### config.mk
export PLATFORM = sky130hd
export DESIGN_NAME = disp_scan
export DESIGN_NICKNAME = d
export VERILOG_FILES = /design/src/rtl/disp_scan.sv
export SDC_FILE = /design/constraint.sdc
export NUM_CORES = 1
export LEC_CHECK = 0
export ABC_AREA = 1
export BUFFER_PORTS_ARGS = -buffer_cell sky130_fd_sc_hd__buf_2
export CORE_ASPECT_RATIO = 0.7
export CORE_MARGIN = 2
export CORE_UTILIZATION = 35
export CTS_BUF_LIST = sky130_fd_sc_hd__clkbuf_4 sky130_fd_sc_hd__clkbuf_8
export DETAILED_ROUTE_END_ITERATION = 10
export PLACE_DENSITY = 0.5
export SYNTH_ARGS = -nofsm -noshare
export SYNTH_HDL_FRONTEND = slang
export SYNTH_SLANG_ARGS = --single-unit
### constraint.sdc
create_clock -name clk -period 3.9 [get_ports clk]
set_input_delay 0.585 -clock clk [delete_from_list [all_inputs] [get_ports clk]]
set_output_delay 0.585 -clock clk [all_outputs]
set_load 0.02 [all_outputs]
### src/rtl/disp_scan.sv
// disp_scan: multiplexed scan driver for a common-anode 7-segment bank.
// Captures N_DIG nibbles on load, walks the digits once per CLK_DIV cycles
// and drives one registered nibble (zi) plus an active-low one-hot anode (an).
// Optional build macro DISP_SCAN_BLANK_EN enables leading-zero blanking.
module disp_scan #(
    parameter int CLK_DIV = 50000,
    parameter int N_DIG   = 4
) (
    input  logic               clk,
    input  logic               rst,
    input  logic [4*N_DIG-1:0] value,
    input  logic               load,
    output logic [3:0]         zi,
    output logic [N_DIG-1:0]   an
);

    localparam int PRE_W = (CLK_DIV > 1) ? $clog2(CLK_DIV) : 1;
    localparam int IDX_W = (N_DIG > 1) ? $clog2(N_DIG) : 1;
    localparam logic [PRE_W-1:0] PRE_LAST = PRE_W'(CLK_DIV - 1);
    localparam logic [IDX_W-1:0] IDX_LAST = IDX_W'(N_DIG - 1);

    // Packed so that nibble i lines up with value[4i+3:4i].
    logic [N_DIG-1:0][3:0] shadow_q, shadow_d;
    logic [PRE_W-1:0]      pre_q, pre_d;
    logic [IDX_W-1:0]      idx_q, idx_d;
    logic [3:0]            zi_q, zi_d;
    logic [N_DIG-1:0]      an_q, an_d;
    logic [N_DIG-1:0]      blank;

`ifdef DISP_SCAN_BLANK_EN
    // A digit above 0 goes dark while it and every higher nibble are zero.
    always_comb begin
        logic nz;
        nz    = 1'b0;
        blank = '0;
        for (int i = N_DIG - 1; i >= 1; i--) begin
            nz       = nz | (|shadow_q[i]);
            blank[i] = ~nz;
        end
    end
`else
    assign blank = '0;
`endif

    // Capture, prescaler and digit index next-state; load and slot advance are independent.
    always_comb begin
        shadow_d = load ? value : shadow_q;
        pre_d    = pre_q + PRE_W'(1);
        idx_d    = idx_q;
        if (pre_q == PRE_LAST) begin
            pre_d = '0;
            idx_d = (idx_q == IDX_LAST) ? '0 : idx_q + IDX_W'(1);
        end
    end

    // Output next-state is taken from current state, so outputs trail state by one cycle.
    always_comb begin
        zi_d = shadow_q[idx_q];
        an_d = blank[idx_q] ? '1 : ~(N_DIG'(1) << idx_q);
    end

    // State and output registers; reset darkens the display and restarts the scan at digit 0.
    always_ff @(posedge clk) begin
        if (rst) begin
            shadow_q <= '0;
            pre_q    <= '0;
            idx_q    <= '0;
            zi_q     <= 4'h0;
            an_q     <= '1;
        end else begin
            shadow_q <= shadow_d;
            pre_q    <= pre_d;
            idx_q    <= idx_d;
            zi_q     <= zi_d;
            an_q     <= an_d;
        end
    end

    assign zi = zi_q;
    assign an = an_q;

endmodule

==> reports/results.tsv <==
metric	value	unit
endpoint_kind	flip-flop	
cts_resized	0	
crit_path_max_fanout	15	
viasPerCell	4.41	
crit_end	idx_q[1]	
drt-total-wl	3700	um
synth_cell_types	26	
grt_pass1_vias	1492	
cts_max_path_buffers	2	
final_core_util	0.413	
grt.overflow.total	0	
seq_area_frac_synth	0.457	
status	complete, no violations	
hpwl	2640	um
antenna_cells	0	
grt_max_degree	24	
r2r_start	idx_q[0]	
clkTransAtPathRegs	0.08	ns
fin_setup_tns	0	ns
ir_drop	135	uV
drive_above_1_share	0.194	
grt_usage	0.145	
use_met2	0.199	
rows	22	
async_flop_share	0	
grt_pass1_wl	6830	um
synth_edf_count	0	
crit_family	flip-flops	
setup_viol	0	
fmax	638	MHz
finalCritPeriodShare	0.402	
hold_buffers	0	
max_stage_delay	0.62	ns
powerDensity	396	nW/um2
syn_area	1840	um2
port_buffers	26	
synth_area_per_cell	7.51	um2
synthesis.nets	269	
seq_area	841	um2
firstDrtPassIters	4	
place_congestion	0.771	
worstReg2RegEnd	idx_q[1]	
arrival	1.75	ns
initial_core_util	0.357	
cp.buffers_inverters	2	
max_cap_viol_count	0	
critPathRequiredTime	4.09	ns
start_kind	flip-flop	
crit_type	reg -> reg	
drc	0	
hp-class	reg -> reg	
final_common_cell	nor2_1	
cts_setup_buffers	0	
use_met3	0.0349	
slew_headroom	0.545	
synthFlopType	dfxtp_1	
cp_cell_sequence	inv_1, ha_1, inv_1, nand3_1, nand2_1, nor2_1	
filler_cell_count	566	
synth-seq-cells	42	
fin_crit	1.57	ns
worst_pin_slew	0.681	ns
r2r_slack	2.33	ns
cts_tree	built	
htree_levels	2	
final_cell_mix	nor2_1, dfxtp_1, nand2_1, o21ai_0, buf_2	
netlist_instances	245	
io_pins	27	
grt.busiest_layer	met1	
hold_violations	0	
total_power	842	uW
crit_top_cell	inv_1	
multiInputGateArea	876	um2
ant_nets	0	
insertion_delay	0.29	ns
die_h	64.7	um
drt_iter0_drc	80	
wl_per_cell	10.7	um
die_area	5860	um2
fin_worst_skew	0.00355	ns
coreArea	5150	um2
vias	1521	
reg2regPathDepth	6	
cpMaxStageDelayCell	dfxtp_1	
numCtsBuffers	5	
path_depth	6	
yosysWarnings	0	
cts_root_buffer	clkbuf_8	
crit_start	idx_q[0]	
area_growth	15.7	%
rsz0062_at_grt	no	
met1_usage	0.216	
clock_sinks	42	
layout.nets	296	
die_w	90.6	um
p_leak	0.871	nW
antenna_found_initial	0	
slew_violations	0	
[registers in the layout (all words and copies together), names as in the netlist]
signal and count:
an 4, idx_q 2, pre_q 16, shadow_q 16
zi 4
[cells by family (layout without fill, tap and decap cells)]
logic type      Yosys count  after routing  share of synthesized area
xor+xnor                  4              4                     0.0191
buf+inv                  28             56                     0.0667
simple gates            121            121                      0.294
flops                    42             42                      0.457
compound gates           45             45                      0.129
fa+ha+maj                 5              5                     0.0340
[worst min path at each step]
stage | startpoint | end | cells after the start
final | shadow_q[15] | shadow_q[15] | 2
after global routing | rst | zi[1] | 2
after CTS | shadow_q[15] | shadow_q[15] | 2
after detailed placement | shadow_q[15] | shadow_q[15] | 2
after global placement | shadow_q[15] | shadow_q[15] | 2
after floorplan | shadow_q[15] | shadow_q[15] | 2
[area by class of cell]
type | count | share of cell area
Timing Repair Buffer | 26 | 0.0611
Clock buffer | 5 | 0.0323
Multi-Input combinational cell | 175 | 0.412
Clock inverter | 3 | 0.0188
Sequential cell | 42 | 0.395
Inverter | 22 | 0.0388
Tap cell | 72 | 0.0423
[power breakdown]
group          internal (mW)  total (mW)  switching, mW
registers              0.445       0.453        0.00794
clock network          0.188       0.336          0.147
logic                 0.0210      0.0531         0.0322
[worst min-delay path, stage by stage (launching register included)]
cell and delay, ns:
dfxtp_1 0.30, inv_1 0.06, a21oi_1 0.06
[synthesized netlist by cell type (2+ instances only)]
master,n,share of area
clkbuf_1,4,0.0082
a21oi_2,2,0.0095
nand3_1,9,0.024
xnor2_1,3,0.014
dfxtp_1,42,0.46
ha_1,5,0.034
o21ai_0,26,0.071
inv_1,21,0.043
nand4_1,3,0.010
nor2_1,56,0.11
nand2_2,2,0.0068
or2_2,3,0.010
a21oi_1,15,0.041
nand2_1,34,0.069
nor2_2,9,0.031
[routing by layer]
metal / vias up / share of wire
li1: 836 / -
met1: 657 / 0.58
met2: 26 / 0.37
met3: 2 / 0.042
met4: 0 / 0.0081
met5: - / 0
[through the flow]
| stage | std cells | instance area, um2 | hold WS, ns | setup WS (ns) |
|---|---|---|---|---|
| floorplan | 245 | 1840 | 0.429 | 2.56 |
| global placement | 337 | 2020 | 0.447 | 2.14 |
| detailed placement | 337 | 2020 | 0.452 | 2.10 |
| CTS | 345 | 2130 | 0.465 | 2.31 |
| global route | 345 | 2130 | 0.501 | 2.13 |
| finish | 345 | 2130 | 0.465 | 2.33 |
(Power assumes the default switching activity.)
